[src/rtl/cpu_ctrl_seq_if.sv]
// Fetch and data-memory handshake bundle for the control sequencer.
// The sequencer is the bus master on both ports.
interface cpu_ctrl_seq_if;
    logic        imem_req;
    logic        imem_ready;
    logic [15:0] instr;
    logic        dmem_req;
    logic        dmem_we;
    logic        dmem_ready;

    modport master (
        output imem_req,
        output dmem_req,
        output dmem_we,
        input  imem_ready,
        input  instr,
        input  dmem_ready
    );

    modport slave (
        input  imem_req,
        input  dmem_req,
        input  dmem_we,
        output imem_ready,
        output instr,
        output dmem_ready
    );
endinterface

[src/rtl/cpu_ctrl_seq.sv]
// Multi-cycle control sequencer: fetch, decode, exec, mem, writeback,
// with data-memory timeout, illegal-opcode trap and retire counter.
module cpu_ctrl_seq #(
    parameter int MEM_TIMEOUT = 15,
    parameter int CNT_W       = 16
) (
    input  logic             clk,
    input  logic             reset,
    cpu_ctrl_seq_if.master   bus,
    output logic [15:0]      ir,
    output logic             pc_inc,
    output logic             pc_load,
    output logic [2:0]       alu_op,
    output logic             rf_we,
    output logic [1:0]       rf_wsel,
    input  logic             zero_flag,
    output logic             halted,
    output logic [1:0]       fault,
    output logic [2:0]       state_dbg,
    output logic [CNT_W-1:0] retired
);

    typedef enum logic [2:0] {
        S_FETCH  = 3'd0,
        S_DECODE = 3'd1,
        S_EXEC   = 3'd2,
        S_MEM    = 3'd3,
        S_WB     = 3'd4,
        S_HALT   = 3'd5
    } state_t;

    localparam logic [3:0] OP_NOP  = 4'h0;
    localparam logic [3:0] OP_ADD  = 4'h1;
    localparam logic [3:0] OP_XOR  = 4'h5;
    localparam logic [3:0] OP_LDI  = 4'h6;
    localparam logic [3:0] OP_LD   = 4'h7;
    localparam logic [3:0] OP_ST   = 4'h8;
    localparam logic [3:0] OP_BEQ  = 4'h9;
    localparam logic [3:0] OP_JMP  = 4'hA;
    localparam logic [3:0] OP_HALT = 4'hF;

    localparam logic [2:0] ALU_SUB = 3'd1;
    localparam logic [1:0] WB_ALU  = 2'd0;
    localparam logic [1:0] WB_IMM  = 2'd1;
    localparam logic [1:0] WB_MEM  = 2'd2;
    localparam logic [1:0] F_ILL   = 2'd1;
    localparam logic [1:0] F_BUS   = 2'd2;

    // Counter value seen on the last MEM cycle allowed before timeout.
    localparam logic [7:0] TO_LAST = 8'(MEM_TIMEOUT - 1);

    state_t     state;
    state_t     state_nx;
    logic       run;
    logic [7:0] tcnt;
    logic [3:0] op;

    logic       ir_ld;
    logic       retire;
    logic [1:0] fault_set;
    logic       tcnt_inc;
    logic       tcnt_clr;

    logic is_nop;
    logic is_alu;
    logic is_ldi;
    logic is_ld;
    logic is_st;
    logic is_beq;
    logic is_jmp;
    logic is_halt;
    logic is_ill;

    assign op        = ir[15:12];
    assign state_dbg = state;

    always_comb begin
        is_nop  = 1'b0;
        is_alu  = 1'b0;
        is_ldi  = 1'b0;
        is_ld   = 1'b0;
        is_st   = 1'b0;
        is_beq  = 1'b0;
        is_jmp  = 1'b0;
        is_halt = 1'b0;
        is_ill  = 1'b0;
        unique case (1'b1)
            op == OP_NOP:                 is_nop  = 1'b1;
            op inside {[OP_ADD:OP_XOR]}:  is_alu  = 1'b1;
            op == OP_LDI:                 is_ldi  = 1'b1;
            op == OP_LD:                  is_ld   = 1'b1;
            op == OP_ST:                  is_st   = 1'b1;
            op == OP_BEQ:                 is_beq  = 1'b1;
            op == OP_JMP:                 is_jmp  = 1'b1;
            op == OP_HALT:                is_halt = 1'b1;
            default:                      is_ill  = 1'b1;
        endcase
    end

    always_comb begin
        state_nx     = state;
        bus.imem_req = 1'b0;
        bus.dmem_req = 1'b0;
        bus.dmem_we  = 1'b0;
        pc_inc       = 1'b0;
        pc_load      = 1'b0;
        alu_op       = 3'd0;
        rf_we        = 1'b0;
        rf_wsel      = WB_ALU;
        halted       = 1'b0;
        ir_ld        = 1'b0;
        retire       = 1'b0;
        fault_set    = 2'd0;
        tcnt_inc     = 1'b0;
        tcnt_clr     = 1'b0;
        // run gates everything for the cycle after reset release
        if (run) begin
            unique case (state)
                S_FETCH: begin
                    bus.imem_req = 1'b1;
                    if (bus.imem_ready) begin
                        ir_ld    = 1'b1;
                        state_nx = S_DECODE;
                    end
                end
                S_DECODE: begin
                    if (is_ill) begin
                        fault_set = F_ILL;
                        state_nx  = S_HALT;
                    end else if (is_halt) begin
                        retire   = 1'b1;
                        state_nx = S_HALT;
                    end else begin
                        state_nx = S_EXEC;
                    end
                end
                S_EXEC: begin
                    unique case (1'b1)
                        is_alu: begin
                            alu_op   = 3'(op - 4'd1);
                            state_nx = S_WB;
                        end
                        is_ldi: state_nx = S_WB;
                        is_ld || is_st: state_nx = S_MEM;
                        is_nop: begin
                            pc_inc   = 1'b1;
                            retire   = 1'b1;
                            state_nx = S_FETCH;
                        end
                        is_jmp: begin
                            pc_load  = 1'b1;
                            retire   = 1'b1;
                            state_nx = S_FETCH;
                        end
                        is_beq: begin
                            alu_op   = ALU_SUB;
                            pc_load  = zero_flag;
                            pc_inc   = ~zero_flag;
                            retire   = 1'b1;
                            state_nx = S_FETCH;
                        end
                        default: state_nx = S_HALT;
                    endcase
                end
                S_MEM: begin
                    bus.dmem_req = 1'b1;
                    bus.dmem_we  = is_st;
                    if (bus.dmem_ready) begin
                        tcnt_clr = 1'b1;
                        if (is_st) begin
                            pc_inc   = 1'b1;
                            retire   = 1'b1;
                            state_nx = S_FETCH;
                        end else begin
                            state_nx = S_WB;
                        end
                    end else if (tcnt == TO_LAST) begin
                        tcnt_clr  = 1'b1;
                        fault_set = F_BUS;
                        state_nx  = S_HALT;
                    end else begin
                        tcnt_inc = 1'b1;
                    end
                end
                S_WB: begin
                    rf_we    = 1'b1;
                    pc_inc   = 1'b1;
                    retire   = 1'b1;
                    rf_wsel  = is_ldi ? WB_IMM : (is_ld ? WB_MEM : WB_ALU);
                    state_nx = S_FETCH;
                end
                S_HALT: halted = 1'b1;
                default: state_nx = S_HALT;
            endcase
        end
    end

    always_ff @(posedge clk or negedge reset) begin
        if (!reset) begin
            state <= S_FETCH;
            run   <= 1'b0;
        end else begin
            state <= state_nx;
            run   <= 1'b1;
        end
    end

    always_ff @(posedge clk or negedge reset) begin
        if (!reset) begin
            ir      <= 16'h0000;
            fault   <= 2'd0;
            retired <= '0;
            tcnt    <= 8'd0;
        end else begin
            if (ir_ld)
                ir <= bus.instr;
            if (fault_set != 2'd0)
                fault <= fault_set;
            if (retire)
                retired <= retired + {{(CNT_W-1){1'b0}}, 1'b1};
            if (tcnt_clr)
                tcnt <= 8'd0;
            else if (tcnt_inc)
                tcnt <= tcnt + 8'd1;
        end
    end

    a_pc_excl: assert property (@(posedge clk) disable iff (!reset)
        !(pc_inc && pc_load));

    a_halt_quiet: assert property (@(posedge clk) disable iff (!reset)
        halted |-> !(pc_inc || pc_load || rf_we || bus.dmem_req || bus.imem_req));

endmodule

[src/flat_wrapper.sv]
// flat-port wrapper written by rule: the top's interface ports become plain ports
module cpu_ctrl_seq_flat 
#(
    parameter int MEM_TIMEOUT = 15,
    parameter int CNT_W       = 16
)
  (clk, reset, ir, pc_inc, pc_load, alu_op, rf_we, rf_wsel, zero_flag, halted, fault, state_dbg, retired, bus_imem_req, bus_dmem_req, bus_dmem_we, bus_imem_ready, bus_instr, bus_dmem_ready);
  cpu_ctrl_seq_if bus_i ();
  input  logic clk;
  input  logic reset;
  output logic [15:0] ir;
  output logic pc_inc;
  output logic pc_load;
  output logic [2:0] alu_op;
  output logic rf_we;
  output logic [1:0] rf_wsel;
  input  logic zero_flag;
  output logic halted;
  output logic [1:0] fault;
  output logic [2:0] state_dbg;
  output logic [CNT_W-1:0] retired;
  output wire logic [$bits(bus_i.imem_req)-1:0] bus_imem_req;
  output wire logic [$bits(bus_i.dmem_req)-1:0] bus_dmem_req;
  output wire logic [$bits(bus_i.dmem_we)-1:0] bus_dmem_we;
  input wire logic [$bits(bus_i.imem_ready)-1:0] bus_imem_ready;
  input wire logic [$bits(bus_i.instr)-1:0] bus_instr;
  input wire logic [$bits(bus_i.dmem_ready)-1:0] bus_dmem_ready;
  assign bus_imem_req = bus_i.imem_req;
  assign bus_dmem_req = bus_i.dmem_req;
  assign bus_dmem_we = bus_i.dmem_we;
  assign bus_i.imem_ready = bus_imem_ready;
  assign bus_i.instr = bus_instr;
  assign bus_i.dmem_ready = bus_dmem_ready;
  cpu_ctrl_seq #(.MEM_TIMEOUT(MEM_TIMEOUT), .CNT_W(CNT_W)) u_core (.clk(clk), .reset(reset), .bus(bus_i), .ir(ir), .pc_inc(pc_inc), .pc_load(pc_load), .alu_op(alu_op), .rf_we(rf_we), .rf_wsel(rf_wsel), .zero_flag(zero_flag), .halted(halted), .fault(fault), .state_dbg(state_dbg), .retired(retired));
endmodule
[config.mk]
export PLATFORM = sky130hd
export DESIGN_NAME = cpu_ctrl_seq_flat
export DESIGN_NICKNAME = d
export VERILOG_FILES = /design/src/rtl/cpu_ctrl_seq_if.sv /design/src/rtl/cpu_ctrl_seq.sv /design/src/flat_wrapper.sv
export SDC_FILE = /design/constraint.sdc
export NUM_CORES = 1
export LEC_CHECK = 0
export BUFFER_PORTS_ARGS = -buffer_cell sky130_fd_sc_hd__buf_4
export CAP_MARGIN = 20
export CELL_PAD_IN_SITES_DETAIL_PLACEMENT = 1
export CELL_PAD_IN_SITES_GLOBAL_PLACEMENT = 2
export CORE_MARGIN = 8
export CORE_UTILIZATION = 34
export DETAILED_ROUTE_END_ITERATION = 10
export PLACE_DENSITY_LB_ADDON = 0.25
export SYNTH_ARGS = -nofsm -noshare
export SYNTH_HDL_FRONTEND = slang
export SYNTH_SLANG_ARGS = --single-unit
[constraint.sdc]
create_clock -name clk -period 3 [get_ports clk]
set_input_delay 0 -clock clk [delete_from_list [all_inputs] [get_ports clk]]
set_output_delay 0 -clock clk [all_outputs]
set_load 0.03 [all_outputs]
==> impl_metrics.tcl <==
set metrics [dict create \
    cts_tree "done" \
    startpoint_type "flop" \
    cp_cell_sequence "inv_1, ha_1, o21ai_2, a2111oi_4, o21ai_2, nand2_1, mux2_2" \
    fin_skew_ns 0.00603 \
    worstPathRequired_ns 3.19 \
    io_buffers 69 \
    worstSkewPairLatency_ns 0.30 \
    async_flop_share 1.00 \
    clock.fmax_ghz 0.413 \
    synth_top_family_by_area "compound AO/OA/AOI/OAI gates" \
    slew_violations 0 \
    yosysSeqAreaShare 0.438 \
    final.period_utilization 0.808 \
    htree_levels 2 \
    synth_fa_ha_area_frac 0.0333 \
    worstSetupPathType "reg -> reg" \
    hold_viol 0 \
    drive_gt1_frac 0.299 \
    pre_cts_ws_ns 0.554 \
    wl_per_cell_um 16.8 \
    reg2reg_slack_ns 0.58 \
    hpwlAfterDp_um 5490 \
    antenna_found_initial 0 \
    first_iter_violations 72 \
    grt_usage 0.144 \
    cp.arrival_ns 2.61 \
    peakVddDrop_v 0.000454 \
    clock_sinks 46 \
    fill_cells 896 \
    synth_xor_area_frac 0.0533 \
    synth_compound_area_frac 0.185 \
    rows 32 \
    nets 379 \
    critPathSlowestCell "o21ai_2" \
    fin_setup_tns_ns 0 \
    muxShareOfSynthArea 0.0728 \
    fin_crit_ns 2.42 \
    drt_wl_total_um 7630 \
    num_antenna_cells 0 \
    cpPeakStageDelay_ns 0.61 \
    finish.utilization 0.459 \
    drc 0 \
    place_inst 429 \
    setup_viol 0 \
    syn_inst 268 \
    r2r_start "u_core.ir[12]$_DFFE_PN0P_" \
    synth_seq_cells 46 \
    start_util 0.346 \
    synth-edff-count 0 \
    die_y_um 104 \
    leakagePower_nw 1.48 \
    ant_nets 0 \
    path_clk_slew_ns 0.09 \
    postCtsHoldBufs 17 \
    yosys_most_used_dff "dfrtp_1" \
    overflow 0 \
    power_density_nw_per_um2 1000 \
    yosysWarningCount 0 \
    dpl_cell_area_sq_um 3240 \
    syn-num-nets 296 \
    grt_pass1_wl_um 12900 \
    tightest_slew_ns 0.740 \
    synth-simple-area-share 0.179 \
    whs_endpoint "u_core.state_dbg[0]$_DFFE_PN0P_" \
    timing.final.ws_setup_ns 0.576 \
    netlist-cell-type-count 45 \
    whs_path_depth 4 \
    place_congestion 0.754 \
    cts_setup_buffers 0 \
    reg2regPathDepth 7 \
    final_common_cell "buf_4" \
    cp_num_buf_inv 1 \
    numCtsBuffers 5 \
    cts-root-buf "clkbuf_8" \
    hp-class "in -> reg" \
    synthesis.area_sq_um 2630 \
    cts_resized 0 \
    end_kind "flop" \
    grt_max_degree 47 \
    finalNonFillerCells 453 \
    die_area_sq_um 10800 \
    io_pins 70 \
    grt_pass1_vias 2514 \
    drtPass1Iterations 4 \
    max_slew_margin 0.506 \
    hold_start "bus_dmem_ready" \
    design_area_sq_um 3490 \
    status "finished clean" \
    cpMostUsedCell "o21ai_2" \
    coreArea_sq_um 7610 \
    reg2reg_to "u_core.retired[1]$_DFFE_PN0P_" \
    vias_per_cell 5.14 \
    rsz0062_at_grt "false" \
    vias 2329 \
    area_growth_pct 32.7 \
    syn_avg_cell_area_sq_um 9.81 \
    final_cell_mix "buf_4 (72), dfrtp_1 (46), nand2_1 (23)" \
    cp_max_fo 15 \
    clockBufferDepth 2 \
    maxCapViolCount 0 \
    die_w_um 104 \
    critical_path.top_delay_family "compound AO/OA/AOI/OAI gates" \
]
==> cell families (layout without fill, tap and decap cells) <==
| group | after synthesis | in the layout |
|---|---|---|
| other | 1 | 1 |
| buffers and inverters | 24 | 107 |
| adders and majority gates | 7 | 7 |
| muxes | 17 | 17 |
| and+or+nand+nor | 92 | 92 |
| AOI/OAI and AO/OA | 65 | 65 |
| xor gates and xnor gates | 16 | 16 |
| DFF | 46 | 46 |
==> stage by stage <==
step                power (mW)  hold WS, ns
floorplan                 2.44       -0.296
global placement          3.12       0.0622
detailed placement        3.14       0.0476
CTS                       3.55       0.0485
global route              3.77        0.122
finish                    3.50       0.0551
==> layout make-up <==
cell class / count / area (sq um) / share of cell area
clock buffers: 6 / 72.6 / 0.0208
clock inverters: 1 / 7.51 / 0.00215
inverters: 11 / 41.3 / 0.0118
multi-input cells: 198 / 1380 / 0.395
flip-flops and latches: 46 / 1150 / 0.330
well taps: 102 / 128 / 0.0366
repair buffers: 89 / 711 / 0.204
==> state kept, by name, summed over array words and instances, names as in the netlist <==
name,flops
u_core.retired,16
u_core.state_dbg,3
u_core.tcnt,8
u_core.ir,16
u_core.fault,2
u_core.run,1
==> cells in the mapped netlist (2+ instances only) <==
master | number | area, sq um
dfrtp_1 | 46 | 1150
nand2_1 | 23 | 86.3
o21ai_0 | 19 | 95.1
mux2_2 | 17 | 191
a21oi_1 | 16 | 80.1
xor2_1 | 15 | 131
nor2_1 | 14 | 52.6
nand3_1 | 12 | 60.1
inv_1 | 11 | 41.3
nor3_1 | 9 | 45.0
ha_1 | 7 | 87.6
buf_2 | 6 | 30.0
a211oi_1 | 5 | 37.5
clkbuf_1 | 5 | 18.8
nand2b_1 | 5 | 31.3
nand4_1 | 5 | 31.3
nor2b_1 | 5 | 31.3
o31ai_1 | 5 | 37.5
or2_2 | 4 | 25.0
a2111oi_4 | 3 | 82.6
and3_1 | 3 | 18.8
nand4b_1 | 3 | 26.3
nor4_1 | 3 | 18.8
o22ai_1 | 3 | 18.8
nor3b_1 | 2 | 15.0
o21a_1 | 2 | 15.0
o21ai_2 | 2 | 17.5
==> worst register-to-register path, stage by stage (launching register included) <==
cell and delay (ns):
dfrtp_1 0.44, inv_1 0.10, ha_1 0.30, o21ai_2 0.25, a2111oi_4 0.10, o21ai_2 0.61, nand2_1 0.21, mux2_2 0.31
==> report_power, final <==
part / internal, mW / switching [mW] / total (mW)
registers: 0.860 / 0.305 / 1.16
clock network: 0.160 / 0.217 / 0.378
logic: 0.755 / 1.21 / 1.96
==> worst max path at each step <==
stage	to	cells past startpoint	start
floorplan	u_core.ir[0]$_DFFE_PN0P_	5	u_core.state_dbg[2]$_DFFE_PN0P_
global placement	u_core.retired[1]$_DFFE_PN0P_	7	u_core.ir[12]$_DFFE_PN0P_
detailed placement	u_core.retired[1]$_DFFE_PN0P_	7	u_core.ir[12]$_DFFE_PN0P_
CTS	u_core.retired[1]$_DFFE_PN0P_	7	u_core.ir[12]$_DFFE_PN0P_
global route	u_core.retired[1]$_DFFE_PN0P_	7	u_core.ir[12]$_DFFE_PN0P_
finish	u_core.retired[1]$_DFFE_PN0P_	7	u_core.ir[12]$_DFFE_PN0P_
==> metal layers <==
metal | vias up | part of all wire | wire length [um] | global-route usage
li1 | 1128 | - | - | -
met1 | 1145 | 0.45 | 3410 | 0.175
met2 | 51 | 0.49 | 3730 | 0.239
met3 | 5 | 0.055 | 420 | 0.0452
met4 | 0 | 0.0085 | 65 | 0.0372
met5 | - | 0 | 0 | 0
No activity file was read; power rests on OpenSTA's default activity.
